[src/rtl/decode_stage.sv]
// RV32I/RV64I decode stage with optional M-extension decode.
// Registered output bundle, valid/ready handshake, and a register busy scoreboard.
module decode_stage #(
  parameter int XLEN = 32,
  parameter bit EN_M = 1'b0,
  parameter int NREG = 32
) (
  input  logic            clk,
  input  logic            rst_n,
  input  logic            in_valid,
  output logic            in_ready,
  input  logic [31:0]     in_inst,
  input  logic [XLEN-1:0] in_pc,
  output logic            out_valid,
  input  logic            out_ready,
  output logic [XLEN-1:0] out_pc,
  output logic [XLEN-1:0] out_imm,
  output logic [4:0]      out_rd,
  output logic [4:0]      out_rs1,
  output logic [4:0]      out_rs2,
  output logic [2:0]      out_funct3,
  output logic [2:0]      out_alu_op,
  output logic [1:0]      out_addr_alu_op,
  output logic [1:0]      out_wb_op,
  output logic [1:0]      out_jmp_op,
  output logic [1:0]      out_mem_op,
  output logic            out_fault,
  input  logic            wb_valid,
  input  logic [4:0]      wb_rd,
  input  logic            flush
);

  localparam logic [6:0] OPC_LUI   = 7'b0110111;
  localparam logic [6:0] OPC_AUIPC = 7'b0010111;
  localparam logic [6:0] OPC_JAL   = 7'b1101111;
  localparam logic [6:0] OPC_JALR  = 7'b1100111;
  localparam logic [6:0] OPC_BR    = 7'b1100011;
  localparam logic [6:0] OPC_LD    = 7'b0000011;
  localparam logic [6:0] OPC_ST    = 7'b0100011;
  localparam logic [6:0] OPC_OPI   = 7'b0010011;
  localparam logic [6:0] OPC_OP    = 7'b0110011;
  localparam logic [6:0] OPC_FENCE = 7'b0001111;
  localparam logic [6:0] OPC_SYS   = 7'b1110011;

  typedef struct packed {
    logic [XLEN-1:0] pc;
    logic [XLEN-1:0] imm;
    logic [4:0]      rd;
    logic [4:0]      rs1;
    logic [4:0]      rs2;
    logic [2:0]      f3;
    logic [2:0]      alu;
    logic [1:0]      addr;
    logic [1:0]      wb;
    logic [1:0]      jmp;
    logic [1:0]      mem;
    logic            fault;
  } out_t;

  logic [6:0] opc;
  logic [4:0] rd, rs1, rs2;
  logic [2:0] f3;
  logic [6:0] f7;

  assign opc = in_inst[6:0];
  assign rd  = in_inst[11:7];
  assign f3  = in_inst[14:12];
  assign rs1 = in_inst[19:15];
  assign rs2 = in_inst[24:20];
  assign f7  = in_inst[31:25];

  logic signed [31:0] imm_i, imm_s, imm_b, imm_u, imm_j;

  assign imm_i = {{20{in_inst[31]}}, in_inst[31:20]};
  assign imm_s = {{20{in_inst[31]}}, in_inst[31:25], in_inst[11:7]};
  assign imm_b = {{19{in_inst[31]}}, in_inst[31], in_inst[7],
                  in_inst[30:25], in_inst[11:8], 1'b0};
  assign imm_u = {in_inst[31:12], 12'b0};
  assign imm_j = {{11{in_inst[31]}}, in_inst[31], in_inst[19:12],
                  in_inst[20], in_inst[30:21], 1'b0};

  out_t               dec;
  logic signed [31:0] imm32;
  logic               use1, use2;

  always_comb begin
    dec       = '0;
    imm32     = '0;
    use1      = 1'b0;
    use2      = 1'b0;
    dec.pc    = in_pc;
    dec.rd    = rd;
    dec.rs1   = rs1;
    dec.rs2   = rs2;
    dec.f3    = f3;
    unique case (opc)
      OPC_LUI: begin
        imm32  = imm_u;
        dec.wb = 2'd1;
      end
      OPC_AUIPC: begin
        imm32    = imm_u;
        dec.addr = 2'd1;
        dec.wb   = 2'd2;
      end
      OPC_JAL: begin
        imm32    = imm_j;
        dec.alu  = 3'd1;
        dec.addr = 2'd1;
        dec.wb   = 2'd1;
        dec.jmp  = 2'd1;
      end
      OPC_JALR: begin
        imm32     = imm_i;
        use1      = 1'b1;
        dec.alu   = 3'd1;
        dec.addr  = 2'd3;
        dec.wb    = 2'd1;
        dec.jmp   = 2'd1;
        dec.fault = (f3 != 3'd0);
      end
      OPC_BR: begin
        imm32    = imm_b;
        use1     = 1'b1;
        use2     = 1'b1;
        dec.addr = 2'd1;
        dec.jmp  = 2'd2;
      end
      OPC_LD: begin
        imm32    = imm_i;
        use1     = 1'b1;
        dec.addr = 2'd2;
        dec.wb   = 2'd1;
        dec.mem  = 2'd1;
      end
      OPC_ST: begin
        imm32    = imm_s;
        use1     = 1'b1;
        use2     = 1'b1;
        dec.addr = 2'd2;
        dec.alu  = 3'd4;
        dec.mem  = 2'd2;
      end
      OPC_OPI: begin
        imm32   = imm_i;
        use1    = 1'b1;
        dec.alu = 3'd5;
        dec.wb  = 2'd1;
      end
      OPC_OP: begin
        use1    = 1'b1;
        use2    = 1'b1;
        dec.alu = 3'd6;
        dec.wb  = 2'd1;
        unique case (1'b1)
          f7 == 7'b0000000: dec.fault = 1'b0;
          f7 == 7'b0100000:
            dec.fault = !((f3 == 3'd0) || (f3 == 3'd5));
          f7 == 7'b0000001: begin
            if (EN_M) dec.alu = 3'd7;
            else      dec.fault = 1'b1;
          end
          default: dec.fault = 1'b1;
        endcase
      end
      OPC_FENCE: dec.fault = 1'b0;
      OPC_SYS: begin
        dec.fault = !((rd == 5'd0) && (rs1 == 5'd0) &&
                      ((in_inst[31:20] == 12'd0) ||
                       (in_inst[31:20] == 12'd1)));
      end
      default: dec.fault = 1'b1;
    endcase
    dec.imm = XLEN'(imm32);
    // A faulting slot must not stall, write, jump or touch memory
    if (dec.fault) begin
      dec.alu  = 3'd0;
      dec.addr = 2'd0;
      dec.wb   = 2'd0;
      dec.jmp  = 2'd0;
      dec.mem  = 2'd0;
      use1     = 1'b0;
      use2     = 1'b0;
    end
  end

  logic [NREG-1:0] busy_q, busy_d, wb_mask, eff;
  logic            hazard, accept;
  out_t            out_q, out_d;
  logic            valid_q, valid_d;

  always_comb begin
    wb_mask = '0;
    if (wb_valid && (wb_rd != 5'd0) && (int'(wb_rd) < NREG))
      wb_mask[wb_rd] = 1'b1;
    eff = busy_q & ~wb_mask;
  end

  always_comb begin
    hazard = 1'b0;
    if (use1 && (int'(rs1) < NREG) && eff[rs1]) hazard = 1'b1;
    if (use2 && (int'(rs2) < NREG) && eff[rs2]) hazard = 1'b1;
    if ((dec.wb != 2'd0) && (int'(rd) < NREG) && eff[rd])
      hazard = 1'b1;
  end

  assign in_ready = (!valid_q || out_ready) && !hazard && !flush;
  assign accept   = in_valid && in_ready;

  always_comb begin
    busy_d = eff;
    if (accept && !dec.fault && (dec.wb != 2'd0) &&
        (rd != 5'd0) && (int'(rd) < NREG))
      busy_d[rd] = 1'b1;
    if (flush) busy_d = '0;
    busy_d[0] = 1'b0;
  end

  always_comb begin
    out_d   = out_q;
    valid_d = valid_q;
    if (flush) begin
      valid_d = 1'b0;
    end else if (accept) begin
      out_d   = dec;
      valid_d = 1'b1;
    end else if (out_ready) begin
      valid_d = 1'b0;
    end
  end

  always_ff @(posedge clk or negedge rst_n) begin
    if (!rst_n) begin
      busy_q  <= '0;
      out_q   <= '0;
      valid_q <= 1'b0;
    end else begin
      busy_q  <= busy_d;
      out_q   <= out_d;
      valid_q <= valid_d;
    end
  end

  assign out_valid       = valid_q;
  assign out_pc          = out_q.pc;
  assign out_imm         = out_q.imm;
  assign out_rd          = out_q.rd;
  assign out_rs1         = out_q.rs1;
  assign out_rs2         = out_q.rs2;
  assign out_funct3      = out_q.f3;
  assign out_alu_op      = out_q.alu;
  assign out_addr_alu_op = out_q.addr;
  assign out_wb_op       = out_q.wb;
  assign out_jmp_op      = out_q.jmp;
  assign out_mem_op      = out_q.mem;
  assign out_fault       = out_q.fault;

endmodule

[config.mk]
export PLATFORM = sky130hd
export DESIGN_NAME = decode_stage
export DESIGN_NICKNAME = d
export VERILOG_FILES = /design/src/rtl/decode_stage.sv
export SDC_FILE = /design/constraint.sdc
export NUM_CORES = 1
export LEC_CHECK = 0
export ABC_AREA = 0
export BUFFER_PORTS_ARGS = -buffer_cell sky130_fd_sc_hd__buf_2
export CORE_MARGIN = 2
export CORE_UTILIZATION = 53
export CTS_CLUSTER_DIAMETER = 60
export DETAILED_ROUTE_END_ITERATION = 7
export PLACE_DENSITY = 0.87
export SYNTH_ARGS = -nofsm -noshare
export SYNTH_HDL_FRONTEND = slang
export SYNTH_SLANG_ARGS = --single-unit
export TNS_END_PERCENT = 50
[constraint.sdc]
create_clock -name clk -period 3.9 [get_ports clk]
set_input_delay 0.585 -clock clk [delete_from_list [all_inputs] [get_ports clk]]
set_output_delay 0.585 -clock clk [all_outputs]
set_load 0.01 [all_outputs]
## Word level (Yosys, flattened, before mapping)

Cells that the tools add are included.

- Flip-flop bits (word level): 126
- Input bits: 75
- Output and inout bits: 96
- Word-level logic and storage cells: 113

- Magnitude comparators: 6
- Eq/ne operators: 14
- Multiplexer cells: 32
- Bitwise gates (word level): 4
- Reductions and logical operators: 43

Operators with widths:

| cell | number |
|---|---|
| one-hot mux 32 bit (5 select lines) | 1 |
| 2-to-1 mux 32 bit | 3 |
| bitwise AND 32 bit | 1 |
| NOT 32 bit | 1 |
| OR 32 bit | 1 |
| == test 7 x 6 -> 1 bit, second input constant | 4 |
| == test 7 bit, second input constant | 4 |
| less-than comparator 5 x 6 -> 1 bit, second input constant | 4 |
| binary-select mux 1 bit (select 5 bit) | 3 |
| 2-to-1 mux 1 bit | 15 |
| == test 7 x 5 -> 1 bit, second input constant | 2 |
| logical AND 1 bit | 14 |
| == test 12 x 1 -> 1 bit, second input constant | 1 |
| zero test 12 bit | 1 |
| one-hot mux 2 bit (2 select lines) | 3 |
| one-hot mux 3 bit (4 select lines) | 1 |
| OR reduction 6 bit | 2 |
| 2-to-1 mux 11 bit | 1 |
| demux 1 bit (select 5 bit) | 2 |
| greater-or-equal comparator 5 x 1 -> 1 bit, second input constant | 2 |
| zero test 5 bit | 2 |
| nonzero test 5 bit | 2 |
| OR reduction 3 bit | 3 |
| OR reduction 8 bit | 1 |
| other kinds (15) | 25 |

## Longest topological paths before layout

- Depth after elaboration: 22
- Mapped depth: 11
- Mapped depth without buffers: 8

## Least setup slack after synthesis

Ideal clock, no wire load.

- Kind: in2reg
- Start: input port in_inst[7]
- End: register out_q (netlist bit out_fault)
- Setup time: 128 ps
- Arrival: 3048 ps
- Data required time: 3772 ps
- Setup slack: 724 ps
- Cell stages on the path: 11
- Path through: clkbuf_1 -> clkbuf_1 -> xnor2_1 -> nand3b_1 -> a311oi_1 -> o311ai_1 -> o2111a_1 -> a211o_2 -> nor2_4 -> buf_4 -> mux2_1

- Word-level cells in the longest chain between the ends: 15

RTL lines:

| item | line | RTL |
|---|---|---|
| start, declared | 12 | `input logic [31:0] in_inst,` |
| zero test 5 bit | 168 | `dec.fault = !((rd == 5'd0) && (rs1 == 5'd0) &&` |
| logical AND 1 bit (2 in series) | 168 |  |
| zero test 1 bit | 168 |  |
| one-hot mux 1 bit (4 select lines) | 96 | `unique case (opc)` |
| 2-to-1 mux 1 bit | 176 | `if (dec.fault) begin` |
| logical AND 1 bit | 201 | `if (use1 && (int'(rs1) < NREG) && eff[rs1]) hazard = 1'b1;` |
| 2-to-1 mux 1 bit | 201 |  |
| 2-to-1 mux 1 bit | 202 | `if (use2 && (int'(rs2) < NREG) && eff[rs2]) hazard = 1'b1;` |
| 2-to-1 mux 1 bit | 203 | `if ((dec.wb != 2'd0) && (int'(rd) < NREG) && eff[rd])` |
| zero test 1 bit | 207 | `assign in_ready = (!valid_q \|\| out_ready) && !hazard && !flush;` |
| logical AND 1 bit (2 in series) | 207 |  |
| logical AND 1 bit | 208 | `assign accept = in_valid && in_ready;` |
| AND reduction 2 bit (no source line) | -- |  |
| end signal, assigned | 239 | `out_q <= out_d;` |
| end, declared | 189 | `out_t out_q, out_d;` |

Several ways; a longest one is shown, not always the timed one. The select of a mux whose other input is x is not followed.
A chain may end at the register's enable or synchronous reset.

## Worst setup path after layout

- Start: input port wb_rd[0]
- End: output port in_ready

- Word-level cells in the longest chain between the ends: 16

RTL lines:

| item | line | RTL |
|---|---|---|
| start, declared | 29 | `input logic [4:0] wb_rd,` |
| less-than comparator 5 x 6 -> 1 bit (not written as such) / greater-or-equal comparator 5 x 1 -> 1 bit (equally long branches) | 195 | `wb_mask[wb_rd] = 1'b1;` |
| logical AND 1 bit (not written as such) | 195 |  |
| 2-to-1 mux 1 bit (not written as such) | 195 |  |
| demux 1 bit (select 5 bit) | 195 |  |
| 2-to-1 mux 32 bit * | 194 | `if (wb_valid && (wb_rd != 5'd0) && (int'(wb_rd) < NREG))` |
| NOT 32 bit * | 196 | `eff = busy_q & ~wb_mask;` |
| bitwise AND 32 bit * | 196 |  |
| binary-select mux 1 bit (select 5 bit) | 201 |  |
| 2-to-1 mux 1 bit (not written as such) | 201 |  |
| logical AND 1 bit | 201 |  |
| 2-to-1 mux 1 bit | 201 |  |
| 2-to-1 mux 1 bit | 202 |  |
| 2-to-1 mux 1 bit * | 203 |  |
| zero test 1 bit * | 207 |  |
| logical AND 1 bit * (2 in series) | 207 |  |
| end, declared | 11 | `output logic in_ready,` |

Mark *: on every way between the ends. The rest lies on a longest branch, timed or not. The select of a mux whose other input is x is not followed.

==> results.sh <==
export IMPL_power_mw=3.73
export IMPL_yosysWarningCount=0
export IMPL_antenna_left=0
export IMPL_syn_area_mm2=0.00697
export IMPL_maxCapViolations=0
export IMPL_synth_edf_count=0
export IMPL_crit_path_end_kind="output pin"
export IMPL_drt_total_wl_mm=22.6
export IMPL_die_area_mm2=0.0141
export IMPL_htree_levels=4
export IMPL_slew_viol_final=0
export IMPL_portBuffers=170
export IMPL_critPathMaxFanout=13
export IMPL_core_rowCount=41
export IMPL_start_util_pct=54.8
export IMPL_yosys_area_top_type_share_pct=45.2
export IMPL_cts_sinks=126
export IMPL_die_w_um=119
export IMPL_hp_class="in -> async"
export IMPL_skew_ns=0.00822
export IMPL_avgViaCountPerCell=6.61
export IMPL_n_fill_cell=985
export IMPL_numCtsBuffers=17
export IMPL_seq_area_mm2=0.00315
export IMPL_stdcell_area_mm2=0.00858
export IMPL_worstPathRequired_ns=3.31
export IMPL_cp_buffers_inverters=2
export IMPL_grt_max_degree=69
export IMPL_dp_hpwl_mm=16.0
export IMPL_fmax_ghz=0.265
export IMPL_peakVddDrop_v=0.000288
export IMPL_nNetsFinal=895
export IMPL_outcome="complete, but fails checks"
export IMPL_layout_area_overhead_vs_synth_pct=23.1
export IMPL_placed_area_mm2=0.00797
export IMPL_hold_viol=0
export IMPL_dr_first_iter_drc_count=941
export IMPL_drive_gt1_share_pct=30.2
export IMPL_cp_slowest_stage_delay_ns=0.66
export IMPL_post_cts_buffers=0
export IMPL_gp_congestion=1.09
export IMPL_clock_latency_ns=0.43
export IMPL_drt_pre_antenna_iters=8
export IMPL_cp_cell_sequence="buf_2 > nand2b_1 > o21ai_0 > mux4_2 > nor2_1 > nor4b_2 > o22a_2 > and2_1 > buf_2"
export IMPL_overflow=0
export IMPL_worst_pin_slew_ns=0.860
export IMPL_cts_root_buf="clkbuf_16"
export IMPL_pre_cts_slack_ns=0.308
export IMPL_p_per_area_mw_per_mm2=434
export IMPL_relSlewSlack_pct=42.7
export IMPL_drc=23
export IMPL_cp_start_kind="input pin"
export IMPL_holdWs_ns=0.273
export IMPL_setup_viol_count_final=0
export IMPL_synth_top_cell_by_area="dfrtp_1"
export IMPL_crit_family="simple AND/OR/NAND/NOR gates"
export IMPL_async_flop_share_pct=100
export IMPL_antenna_found_initial=0
export IMPL_cp_common_cell="buf_2"
export IMPL_cts_tree="done"
export IMPL_path_clk_slew_ns=0.05
export IMPL_cts_hold_buf=0
export IMPL_n_antenna_cell=0
export IMPL_p_leak_nw=3.81
export IMPL_fin_crit_ns=3.78
export IMPL_vias=6634
export IMPL_fin_crit_sh_pct=96.8
export IMPL_worstSetupPathType="in -> out"
export IMPL_worstPathArrival_ns=3.19
export IMPL_multi_input_area_mm2=0.00343
export IMPL_synth_cells=667
export IMPL_violations="design-rule violations"
export IMPL_synth_avg_cell_area_um2=10.5
export IMPL_cts_resized=0
export IMPL_finalWorstSetupSlack_ns=0.124
export IMPL_grt_pass1_wl_mm=35.5
export IMPL_ys_flop_type="dfrtp_1"
export IMPL_grt_pass1_vias=6483
export IMPL_die_h_um=119
export IMPL_track_usage_pct=32.7
export IMPL_crit_slowest_cell="o21ai_0"
export IMPL_ys_seq_elements=126
export IMPL_synthTopCellsByArea="dfrtp_1 45%, mux2_1 8.7%, o21ai_0 4.9%"
export IMPL_setup_tns_ns=0
export IMPL_ios=171
export IMPL_rsz0062_at_grt="false"
export IMPL_synth_distinct_cells=77
export IMPL_cts_path_max_buffers=2
export IMPL_yosysSeqAreaShare_pct=45.2
export IMPL_wire_per_inst_um=22.5
export IMPL_core_mm2=0.0127
export IMPL_synth_fp_nets=742
## flip-flops by register name, summed over array words and instances (netlist names)
| register | cells |
|---|---|
| out_alu_op | 3 |
| out_fault | 1 |
| out_rs2 | 5 |
| out_valid | 1 |
| out_jmp_op | 2 |
| out_funct3 | 3 |
| out_rd | 5 |
| out_pc | 32 |
| out_imm | 32 |
| out_rs1 | 5 |
| out_wb_op | 2 |
| out_mem_op | 2 |
| busy_q | 31 |
| out_addr_alu_op | 2 |
## cells by family after synthesis
group / synth area share (%)
AOI/OAI and AO/OA: 22.3
and+or+nand+nor: 11.2
DFF: 45.2
buffers and inverters: 5.55
muxes: 15.3
xor gates and xnor gates: 0.377
## final timing paths
path | start | end | slack, ns | cells after the start
max | wb_rd[0] | in_ready | 0.12 | 9
min | rst_n | out_pc[18] | 0.27 | 1
max reg2reg | busy_q[7] | busy_q[22] | 0.93 | 7
min reg2reg | out_pc[24] | out_pc[24] | 0.48 | 1
max in group asynchronous | rst_n | out_pc[23] | 2.80 | 2
min in group clk | in_pc[1] | out_pc[1] | 0.37 | 2
## layout make-up
type                    count  share of cell area (%)
clock buffers              21                    5.48
clock inverters            10                    1.60
inverters                  38                    1.66
multi-input cells         450                    40.0
flip-flops and latches    126                    36.7
well taps                 172                    2.51
repair buffers            187                    12.0
## worst reg2reg max path, stage by stage (launching register included)
cell	delay, ns
dfrtp_1	0.40
mux4_2	0.47
a311oi_1	0.35
o311ai_1	0.19
o2111a_1	0.18
a21oi_1	0.34
nand4_1	0.55
o22ai_1	0.37
## synthesized netlist by cell type (3+ instances only)
cell	instances
mux4_2	10
mux2i_1	20
o21ai_1	8
o21a_1	9
nor2_1	18
nand2_1	30
nand4b_1	4
dfrtp_1	126
a211o_1	3
buf_4	6
o211ai_1	20
o2111a_1	5
a31oi_1	3
or2_2	5
nor3_1	11
o21ai_0	68
a211oi_1	7
a22o_1	6
inv_1	37
o31ai_1	7
and2_1	7
mux2_1	54
nand3b_1	4
clkbuf_1	33
mux2_2	3
or3_1	4
o2111ai_1	5
a21oi_1	30
o32ai_1	19
buf_2	12
nor4_1	5
nor2b_1	9
nand2b_1	9
o211a_1	3
nand3_1	5
nand4bb_1	3
o22ai_1	9
## stage by stage
stage / instances / util (%)
detailed placement: 973 / 62.7
floorplan: 667 / -
global placement: 973 / 62.7
global route: 1004 / 67.5
finish: 1004 / 67.5
CTS: 1004 / 67.5
## where the power goes
part	switching [mW]	leakage [nW]	internal, mW
clock network	0.588	0.295	1.05
registers	0.0548	1.64	1.42
logic	0.375	1.88	0.239
total	1.02	3.81	2.71
## layer usage
metal	up-vias	part of all wire [%]	GRT usage, %
li1	2823	-	-
met1	3122	37	40.8
met2	550	45	50.5
met3	139	13	11.1
met4	0	5.4	16.6
met5	-	0	0
## cell usage in the layout, fill, tap and decap left out, types with 5 or more instances in the layout
cell       count
nor4_1         5
o22ai_1        9
nor2_1        18
o31ai_1        7
o21ai_0       68
a211oi_1       7
nand2b_1       9
dfrtp_1      126
mux4_2        10
a21oi_1       30
a22o_1         6
buf_2        169
and2_1         7
nor2b_1        9
mux2i_1       20
o21ai_1        8
or2_2          5
nand3_1        5
clkbuf_16     17
nor3_1        11
o21a_1         9
inv_1         37
mux2_1        54
nand2_1       30
o2111ai_1      5
buf_4         14
o211ai_1      20
o2111a_1       5
o32ai_1       19
No activity file was read; power rests on OpenSTA's default activity.
